File: src/rtl/pic_usart.sv
// pic_usart: 8N1 USART on the midrange core peripheral bus (16x baud, buffered TX, RX FIFO).
// Define PIC_USART_LOOPBACK_EN to enable TXSTA[3] LPBK (receiver fed from internal tx, pin held high).
module pic_usart #(
   parameter logic [8:0]  TXSTA_ADDR    = 9'h098,
   parameter logic [8:0]  RCSTA_ADDR    = 9'h018,
   parameter logic [8:0]  TXREG_ADDR    = 9'h019,
   parameter logic [8:0]  RCREG_ADDR    = 9'h01A,
   parameter logic [8:0]  SPBRG_ADDR    = 9'h099,
   parameter int unsigned RX_FIFO_DEPTH = 2
) (
   input  logic       clk,
   input  logic       rst,
   input  logic [8:0] addr,
   input  logic       wr_en,
   input  logic [7:0] data_in,
   output logic [7:0] data_out,
   output logic [7:0] interrupt_strobes,
   input  logic       rx,
   output logic       tx
);
   localparam int unsigned CW = $clog2(RX_FIFO_DEPTH + 1);

   typedef enum logic [1:0] {TX_IDLE, TX_START, TX_DATA, TX_STOP} tx_state_e;
   typedef enum logic [1:0] {RX_IDLE, RX_START, RX_DATA, RX_STOP} rx_state_e;

   logic       wr_txsta, wr_rcsta, wr_txreg, wr_rcreg, wr_spbrg;
   logic [7:0] spbrg_q, baud_cnt_q;
   logic       txen_q, spen_q, cren_q;
   logic       tick, tx_en, rx_en, lpbk, trmt;

   tx_state_e  tx_state_q;
   logic [3:0] tcnt_q;
   logic [2:0] tbit_q;
   logic [7:0] tsr_q, txbuf_q;
   logic       txbuf_full_q, tx_q, txif_q;

   rx_state_e  rx_state_q;
   logic [3:0] rcnt_q;
   logic [2:0] rbit_q;
   logic [7:0] rsr_q;
   logic       rx_s1_q, rx_s2_q, rx_prev_q, rx_in, rx_fall;

   logic [8:0]    fifo_q [RX_FIFO_DEPTH];
   logic [8:0]    fifo_d [RX_FIFO_DEPTH];
   logic [CW-1:0] cnt_q, cnt_d;
   logic          oerr_q, oerr_d, rcif_q, rcif_d;
   logic          pop, push;
   logic [8:0]    head;

   assign wr_txsta = wr_en && (addr == TXSTA_ADDR);
   assign wr_rcsta = wr_en && (addr == RCSTA_ADDR);
   assign wr_txreg = wr_en && (addr == TXREG_ADDR);
   assign wr_rcreg = wr_en && (addr == RCREG_ADDR);
   assign wr_spbrg = wr_en && (addr == SPBRG_ADDR);

   assign tx_en = spen_q & txen_q;
   assign rx_en = spen_q & cren_q;

   always_ff @(posedge clk) begin
      if (rst) begin
         spbrg_q <= '0;
         txen_q  <= 1'b0;
         spen_q  <= 1'b0;
         cren_q  <= 1'b0;
      end else begin
         if (wr_spbrg) spbrg_q <= data_in;
         if (wr_txsta) txen_q <= data_in[5];
         if (wr_rcsta) begin
            spen_q <= data_in[7];
            cren_q <= data_in[4];
         end
      end
   end

`ifdef PIC_USART_LOOPBACK_EN
   logic lpbk_q;
   always_ff @(posedge clk) begin
      if (rst)           lpbk_q <= 1'b0;
      else if (wr_txsta) lpbk_q <= data_in[3];
   end
   assign lpbk = lpbk_q;
`else
   assign lpbk = 1'b0;
`endif

   // Down-counter: tick16 on reaching zero, then reload; an SPBRG write restarts it.
   assign tick = (baud_cnt_q == '0);
   always_ff @(posedge clk) begin
      if (rst)           baud_cnt_q <= '0;
      else if (wr_spbrg) baud_cnt_q <= data_in;
      else if (tick)     baud_cnt_q <= spbrg_q;
      else               baud_cnt_q <= baud_cnt_q - 8'd1;
   end

   always_ff @(posedge clk) begin
      if (rst) begin
         tx_state_q   <= TX_IDLE;
         tcnt_q       <= '0;
         tbit_q       <= '0;
         tsr_q        <= '0;
         txbuf_q      <= '0;
         txbuf_full_q <= 1'b0;
         tx_q         <= 1'b1;
         txif_q       <= 1'b0;
      end else begin
         txif_q <= 1'b0;
         if (!tx_en) begin
            tx_state_q   <= TX_IDLE;
            txbuf_full_q <= 1'b0;
            tx_q         <= 1'b1;
         end else begin
            if (wr_txreg && !txbuf_full_q) begin
               txbuf_q      <= data_in;
               txbuf_full_q <= 1'b1;
            end
            case (tx_state_q)
               TX_IDLE: begin
                  if (txbuf_full_q) begin
                     tsr_q        <= txbuf_q;
                     txbuf_full_q <= 1'b0;
                     tcnt_q       <= '0;
                     tx_q         <= 1'b0;
                     txif_q       <= 1'b1;
                     tx_state_q   <= TX_START;
                  end
               end
               TX_START: begin
                  if (tick) begin
                     if (tcnt_q == 4'd15) begin
                        tcnt_q     <= '0;
                        tbit_q     <= '0;
                        tx_q       <= tsr_q[0];
                        tsr_q      <= {1'b0, tsr_q[7:1]};
                        tx_state_q <= TX_DATA;
                     end else begin
                        tcnt_q <= tcnt_q + 4'd1;
                     end
                  end
               end
               TX_DATA: begin
                  if (tick) begin
                     if (tcnt_q == 4'd15) begin
                        tcnt_q <= '0;
                        if (tbit_q == 3'd7) begin
                           tx_q       <= 1'b1;
                           tx_state_q <= TX_STOP;
                        end else begin
                           tbit_q <= tbit_q + 3'd1;
                           tx_q   <= tsr_q[0];
                           tsr_q  <= {1'b0, tsr_q[7:1]};
                        end
                     end else begin
                        tcnt_q <= tcnt_q + 4'd1;
                     end
                  end
               end
               TX_STOP: begin
                  if (tick) begin
                     if (tcnt_q == 4'd15) tx_state_q <= TX_IDLE;
                     else                 tcnt_q     <= tcnt_q + 4'd1;
                  end
               end
               default: tx_state_q <= TX_IDLE;
            endcase
         end
      end
   end

   assign trmt = (tx_state_q == TX_IDLE) && !txbuf_full_q;
   assign tx   = tx_q | lpbk;

   always_ff @(posedge clk) begin
      if (rst) begin
         rx_s1_q   <= 1'b1;
         rx_s2_q   <= 1'b1;
         rx_prev_q <= 1'b1;
      end else begin
         rx_s1_q   <= rx;
         rx_s2_q   <= rx_s1_q;
         rx_prev_q <= rx_in;
      end
   end

   assign rx_in   = lpbk ? tx_q : rx_s2_q;
   assign rx_fall = rx_prev_q & ~rx_in;

   always_ff @(posedge clk) begin
      if (rst) begin
         rx_state_q <= RX_IDLE;
         rcnt_q     <= '0;
         rbit_q     <= '0;
         rsr_q      <= '0;
      end else if (!rx_en) begin
         rx_state_q <= RX_IDLE;
      end else begin
         case (rx_state_q)
            RX_IDLE: begin
               if (rx_fall && !oerr_q) begin
                  rcnt_q     <= '0;
                  rx_state_q <= RX_START;
               end
            end
            RX_START: begin
               if (tick) begin
                  if (rcnt_q == 4'd7) begin
                     rcnt_q     <= '0;
                     rbit_q     <= '0;
                     rx_state_q <= rx_in ? RX_IDLE : RX_DATA;
                  end else begin
                     rcnt_q <= rcnt_q + 4'd1;
                  end
               end
            end
            RX_DATA: begin
               if (tick) begin
                  if (rcnt_q == 4'd15) begin
                     rcnt_q <= '0;
                     rsr_q  <= {rx_in, rsr_q[7:1]};
                     rbit_q <= rbit_q + 3'd1;
                     if (rbit_q == 3'd7) rx_state_q <= RX_STOP;
                  end else begin
                     rcnt_q <= rcnt_q + 4'd1;
                  end
               end
            end
            RX_STOP: begin
               if (tick) begin
                  if (rcnt_q == 4'd15) rx_state_q <= RX_IDLE;
                  else                 rcnt_q     <= rcnt_q + 4'd1;
               end
            end
            default: rx_state_q <= RX_IDLE;
         endcase
      end
   end

   assign pop  = wr_rcreg && (cnt_q != '0);
   assign push = rx_en && (rx_state_q == RX_STOP) && tick && (rcnt_q == 4'd15);

   // Pop is applied before push so a full FIFO popped in the push cycle accepts the byte.
   always_comb begin
      fifo_d = fifo_q;
      cnt_d  = cnt_q;
      oerr_d = oerr_q;
      rcif_d = 1'b0;
      if (pop) begin
         for (int unsigned i = 0; i + 1 < RX_FIFO_DEPTH; i++) fifo_d[i] = fifo_q[i+1];
         cnt_d = cnt_q - CW'(1);
      end
      if (push) begin
         if (cnt_d < CW'(RX_FIFO_DEPTH)) begin
            for (int unsigned i = 0; i < RX_FIFO_DEPTH; i++) begin
               if (CW'(i) == cnt_d) fifo_d[i] = {~rx_in, rsr_q};
            end
            cnt_d  = cnt_d + CW'(1);
            rcif_d = 1'b1;
         end else begin
            oerr_d = 1'b1;
         end
      end
      if (!cren_q) oerr_d = 1'b0;
      if (!spen_q) cnt_d  = '0;
   end

   always_ff @(posedge clk) begin
      if (rst) begin
         for (int unsigned i = 0; i < RX_FIFO_DEPTH; i++) fifo_q[i] <= '0;
         cnt_q  <= '0;
         oerr_q <= 1'b0;
         rcif_q <= 1'b0;
      end else begin
         fifo_q <= fifo_d;
         cnt_q  <= cnt_d;
         oerr_q <= oerr_d;
         rcif_q <= rcif_d;
      end
   end

   assign head              = (cnt_q != '0) ? fifo_q[0] : '0;
   assign interrupt_strobes = {2'b00, rcif_q, txif_q, 4'b0000};

   always_comb begin
      data_out = '0;
      if (addr == TXSTA_ADDR)      data_out = {2'b00, txen_q, 1'b0, lpbk, 1'b0, trmt, 1'b0};
      else if (addr == RCSTA_ADDR) data_out = {spen_q, 2'b00, cren_q, 1'b0, head[8], oerr_q, 1'b0};
      else if (addr == RCREG_ADDR) data_out = head[7:0];
      else if (addr == SPBRG_ADDR) data_out = spbrg_q;
   end

endmodule

File: config.mk
export PLATFORM = sky130hd
export DESIGN_NAME = pic_usart
export DESIGN_NICKNAME = d
export VERILOG_FILES = /design/src/rtl/pic_usart.sv
export SDC_FILE = /design/constraint.sdc
export NUM_CORES = 1
export LEC_CHECK = 0
export CAP_MARGIN = 25
export CELL_PAD_IN_SITES_DETAIL_PLACEMENT = 0
export CELL_PAD_IN_SITES_GLOBAL_PLACEMENT = 1
export CORE_ASPECT_RATIO = 1.1
export CORE_MARGIN = 4
export CORE_UTILIZATION = 45
export DETAILED_ROUTE_END_ITERATION = 12
export PLACE_DENSITY_LB_ADDON = 0.1
export SKIP_LAST_GASP = 1
export SLEW_MARGIN = 20
export SYNTH_ARGS = -nofsm -noshare
export SYNTH_HDL_FRONTEND = slang
export SYNTH_SLANG_ARGS = --single-unit
File: constraint.sdc
create_clock -name clk -period 7.8 [get_ports clk]
set_clock_uncertainty 0.2 [all_clocks]
set_input_delay 0.78 -clock clk [delete_from_list [all_inputs] [get_ports clk]]
set_output_delay 0.78 -clock clk [all_outputs]
set_load 0.05 [all_outputs]
# Word-level counts from Yosys, hierarchy flattened
# Index checks and enable logic that the tools add are counted.
# W data, S select, Z words.
[classes]
add_sub_neg = 7
order_cmp = 1
n_eq_ne = 37
n_mux = 78
n_bitwise = 11
n_reduce_logical = 41
[op_table]
columns = ["operator", "count"]
rows = [
  ["$mux W8", 12],
  ["$mux W4", 12],
  ["$mux W2", 20],
  ["$ne A2 B2 Y1 const B", 19],
  ["$mux W18", 2],
  ["$mux W9", 4],
  ["$eq A9 B5 Y1 const B", 3],
  ["$mux W3", 9],
  ["$pmux W8 S3", 1],
  ["$reduce_and A8 Y1", 3],
  ["$eq A9 B8 Y1 const B", 2],
  ["$reduce_and A6 Y1", 3],
  ["$pmux W2 S4", 2],
  ["$pmux W4 S4", 1],
  ["$logic_and A1 B1 Y1", 12],
  ["$pmux W3 S2", 2],
  ["$pmux W4 S3", 1],
  ["$reduce_or A2 Y1", 6],
  ["$mux W1", 11],
  ["$add A4 B1 Y4 const B", 2],
  ["$eq A2 B2 Y1 const B", 4],
  ["$eq A4 B4 Y1 const B", 2],
  ["$logic_not A8 Y1", 1],
  ["$not A1 Y1", 8],
  ["other kinds (22)", 33],
]
[word_totals]
register_bits = 89
input_bits = 21
output_inout_bits = 17
elab_cells = 200

# Longest topological paths before layout
[logic_depth]
ltp_word = 8
mapped_depth = 12
mapped_depth_nobuf = 10

# Worst setup path before layout
# No wires, ideal clock.
[synth_timing]
path_type = "input port to output port"
from = "in addr[2]"
to = "out data_out[1]"
arrival_ns = 2.815
t_required_ns = 6.820
setup_slack_ns = 4.005
stages = 5
n_path_buf = 0
path_cell_list = "nor4bb_1 -> nand2_1 -> nor3_1 -> a221oi_1 -> a21oi_1"
[synth_via]
elab_chain_cells = 5
word_cells_on_any_way = 8
classes_between = "eq/ne (4); mux (4)"
[synth_lines]
columns = ["item", "line_no", "rtl"]
rows = [
  ["start, declared", "13", "input logic [8:0] addr,"],
  ["$eq A9 B8 Y1", "287", "else if (addr == SPBRG_ADDR) data_out = spbrg_q;"],
  ["$mux W8", "287", ""],
  ["$mux W8", "286", "else if (addr == RCREG_ADDR) data_out = head[7:0];"],
  ["$mux W8", "285", "else if (addr == RCSTA_ADDR) data_out = {spen_q, 2'b00, cren_q, 1'b0, head[8], oerr_q, 1'b0};"],
  ["$mux W8 (*)", "284", "if (addr == TXSTA_ADDR) data_out = {2'b00, txen_q, 1'b0, lpbk, 1'b0, trmt, 1'b0};"],
  ["end, declared", "16", "output logic [7:0] data_out,"],
]
# Mark *: on every way between the ends. The rest lies on a longest branch, timed or not.

# Worst setup path after layout
[layout_timing]
from = "in addr[4]"
to = "out data_out[1]"
# The elaborated chain is that of the path after synthesis.

==> results_dict.tcl <==
set metrics [dict create \
    run_status "complete, no violations" \
    use_met1_pct 23.2 \
    crit_chain "clkdlybuf4s50_1, nor4bb_1, nand2_1, nor3_1, a221oi_1, a21oi_1, clkdlybuf4s50_1" \
    clock_tree.htree_level_count 3 \
    route.detailed.wl_per_inst_um 16.0 \
    synth_area_in_simple_gates_pct 22.2 \
    floorplan.initialDensity_pct 46.0 \
    yosys.area.top_type_share_pct 39.4 \
    synth.ff_latch_count 89 \
    cpPeakStageDelay_ps 840 \
    globalRouteTotalUtil_pct 18.6 \
    cts.sinks 89 \
    syn_inst 522 \
    setup_ws_ps 2720 \
    setup-violations-final 0 \
    crit_top_cell "sky130_fd_sc_hd__clkdlybuf4s50_1" \
    antenna_violating_nets_post_route 0 \
    holdBufCountCts 0 \
    initial_antenna_violation_count 0 \
    power.share.clock_pct 36.9 \
    setup.worst_path.start_class "primary input" \
    antenna-diode-count 0 \
    synth-seq-area-share_pct 39.4 \
    drv_slew 0 \
    clock-root-buffer "sky130_fd_sc_hd__clkbuf_8" \
    hold_violations 0 \
    clk_pin_slew_worst_paths_ps 80 \
    tritoncts "done" \
    dpl_worst_slack_ps 2690 \
    multiInputGateArea_um2 2510 \
    cts_max_path_buffers 2 \
    grt_start_max_net_pins 89 \
    stdcell_count 663 \
    syn_area_um2 4520 \
    yosys.area_share.xor_xnor_pct 0.581 \
    wire_length_of_the_first_global_routing_pass_um 17900 \
    rows 38 \
    number_of_synthesized_flops_with_an_enable_pin 0 \
    leading_cell_type_in_the_layout_fill_and_taps_excluded "sky130_fd_sc_hd__dfxtp_1" \
    die_h_um 113 \
    drt-vias-per-instance 5.64 \
    hpwlAfterDp_um 7630 \
    totalNegativeSetupSlack_ps 0 \
    gr-total-overflow 0 \
    crit_fanout 7 \
    synthesis.area_per_instance_um2 8.67 \
    clkLatencyLatePin_ps 360 \
    max_cap_violations 0 \
    rsz0062_at_grt "false" \
    die_area_um2 11700 \
    power.share.sequential_pct 46.2 \
    timing.max_slew.rel_slack_pct 37.5 \
    crit_slowest_cell "sky130_fd_sc_hd__clkdlybuf4s50_1" \
    final_min_period_over_clock_period_pct 65.1 \
    die_width_um 104 \
    worst_margin_pin_slew_ps 937 \
    timing.setup.critical_path_class "in -> out" \
    drt-initial-drc-count 170 \
    cts_buf_count 9 \
    combinationalPowerShare_pct 16.9 \
    yosys_warnings 0 \
    switching_share_pct 27.9 \
    remaining_drc_errors 0 \
    top_flip_flop_cell_by_instance_count_after_synthesis "sky130_fd_sc_hd__dfxtp_1" \
    ys_async_rst_share_pct 0 \
    max_freq_mhz 197 \
    detailedRoute.firstPassIterationCount 4 \
    postRouteWirelength_um 10600 \
    stdcell_area_um2 5100 \
    p_per_area_nw_per_um2 208 \
    timing.critical_path.arrival_ps 4100 \
    largest_family_of_logic_cells_by_synthesized_area "simple AND/OR/NAND/NOR gates" \
    grt_util_met2_pct 31.9 \
    post-route-min-period_ps 5080 \
    grt_pass1_vias 3636 \
    synth.area.mux_share_pct 9.35 \
    total_leakage_power_nw 1.86 \
    vdd_drop_max_mv 0.100 \
    complex_gate_fraction_of_the_synthesized_area_pct 18.4 \
    post_cts_resize_count 0 \
    area_growth_syn_to_layout_pct 12.7 \
    cts_setup_buffers 0 \
    nFillCells 976 \
    fin_hold_ws_ps 216 \
    coreArea_um2 9840 \
    dp.cells 647 \
    globalplace.congestion 0.780 \
    power_switching_uw 296 \
    detailroute.via_count 3740 \
    use_met3_pct 2.80 \
    pin_count 38 \
    timing.critical_path.required_ps 6820 \
    internal_cell_power_uw 763 \
    port_buffers 31 \
    final-seq-area_um2 1780 \
    layout-drive-gt1-share_pct 8.84 \
    layer_with_the_highest_usage "met2" \
    synth-adder-area-share_pct 4.42 \
    layout_common_cells "89 x sky130_fd_sc_hd__dfxtp_1, 52 x sky130_fd_sc_hd__nor2_1, 46 x sky130_fd_sc_hd__a21oi_1, 44 x sky130_fd_sc_hd__nand2_1, 31 x sky130_fd_sc_hd__mux2i_1" \
    synthDistinctLibCells 66 \
    synth.area.top_cells "sky130_fd_sc_hd__dfxtp_1 39%, sky130_fd_sc_hd__mux2i_1 6.9%, sky130_fd_sc_hd__a21oi_1 5.1%" \
    synth_largest_area_cell "sky130_fd_sc_hd__dfxtp_1" \
    timing.critical_path.to_type "output pin" \
    placement.cell_area_um2 4850 \
    holdCritPathClass "reg -> reg" \
    finish.net_count 575 \
]
==> state kept, by name, indices dropped and copies added, names as in the netlist, 2 cells and up, named ones only <==
signal	cells
baud_cnt_q	8
cnt_q	2
fifo_q	18
rbit_q	3
rcnt_q	4
rsr_q	8
spbrg_q	8
tbit_q	3
tcnt_q	4
tsr_q	8
tx_state_q	2
txbuf_q	8
==> critical path: cells and delay by family <==
kind                   cells  cell delay, ps
AND/OR/NAND/NOR            3            1550
AO/OA/AOI/OAI              2             440
buffers and inverters      2            1310
==> metrics by stage <==
stage | utilization [%] | total power, mW
3_3_place_gp | 49.2 | 0.676
2_1_floorplan | - | 0.641
5_1_grt | 51.8 | 1.11
6_report | 51.8 | 1.06
4_1_cts | 51.8 | 1.07
3_5_place_dp | 49.2 | 0.679
==> layer usage <==
layer / part of all wire [%] / wire [um]
met5: 0 / 0
met4: 2.4 / 258
met3: 2.2 / 233
met1: 48 / 5090
met2: 48 / 5050
==> path summary, 6_finish.rpt <==
kind	depth (start not counted)	end	start	slack, ps
hold reg to reg	1	rx_in	rx_s1_q	220
setup / recovery	7	data_out[1]	addr[4]	2720
setup reg to reg	8	fifo_q[16]	cnt_q[0]	4230
hold / removal	1	rx_in	rx_s1_q	220
==> power by group through the flow <==
| stage | registers [mW] | logic [mW] | clock network [mW] |
|---|---|---|---|
| 2_1_floorplan | 0.495 | 0.145 | 0 |
| 6_report | 0.489 | 0.179 | 0.391 |
| 3_3_place_gp | 0.499 | 0.177 | 0 |
| 5_1_grt | 0.493 | 0.196 | 0.422 |
| 4_1_cts | 0.489 | 0.180 | 0.402 |
| 3_5_place_dp | 0.500 | 0.179 | 0 |
==> synthesized netlist by cell type, types with 3 or more instances <==
cell and n:
sky130_fd_sc_hd__mux2i_1 31, sky130_fd_sc_hd__inv_1 22, sky130_fd_sc_hd__nand3_1 20, sky130_fd_sc_hd__nand4_1 5
sky130_fd_sc_hd__or2_2 8, sky130_fd_sc_hd__mux2_2 10, sky130_fd_sc_hd__dfxtp_1 89, sky130_fd_sc_hd__a211oi_1 10
sky130_fd_sc_hd__a22o_1 3, sky130_fd_sc_hd__nor2b_1 9, sky130_fd_sc_hd__nand2_1 44, sky130_fd_sc_hd__o211ai_1 4
sky130_fd_sc_hd__clkbuf_1 22, sky130_fd_sc_hd__nor2_1 52, sky130_fd_sc_hd__a311oi_1 10, sky130_fd_sc_hd__nor3b_1 4
sky130_fd_sc_hd__or3_1 4, sky130_fd_sc_hd__o31ai_1 4, sky130_fd_sc_hd__nor3_1 10, sky130_fd_sc_hd__buf_4 9
sky130_fd_sc_hd__nand3b_1 4, sky130_fd_sc_hd__o21ai_0 19, sky130_fd_sc_hd__or4_1 5, sky130_fd_sc_hd__a21oi_1 46
sky130_fd_sc_hd__ha_1 16, sky130_fd_sc_hd__nand2b_1 9
==> cell type report <==
| cell class | count | share of cell area [%] |
|---|---|---|
| multi-input cells | 383 | 49.3 |
| flip-flops and latches | 89 | 34.9 |
| repair buffers | 33 | 6.28 |
| well taps | 120 | 2.94 |
| clock buffers | 10 | 2.70 |
| clock inverters | 6 | 2.26 |
| inverters | 22 | 1.62 |
==> kinds of logic (layout without fill, tap and decap cells) <==
group / after synthesis / in the layout
and+or+nand+nor: 193 / 193
AOI/OAI and AO/OA: 124 / 124
DFF: 89 / 89
buffers and inverters: 55 / 71
muxes: 41 / 41
adders and majority gates: 16 / 16
xor gates and xnor gates: 3 / 3
other: 1 / 6
(Power assumes the default switching activity.)
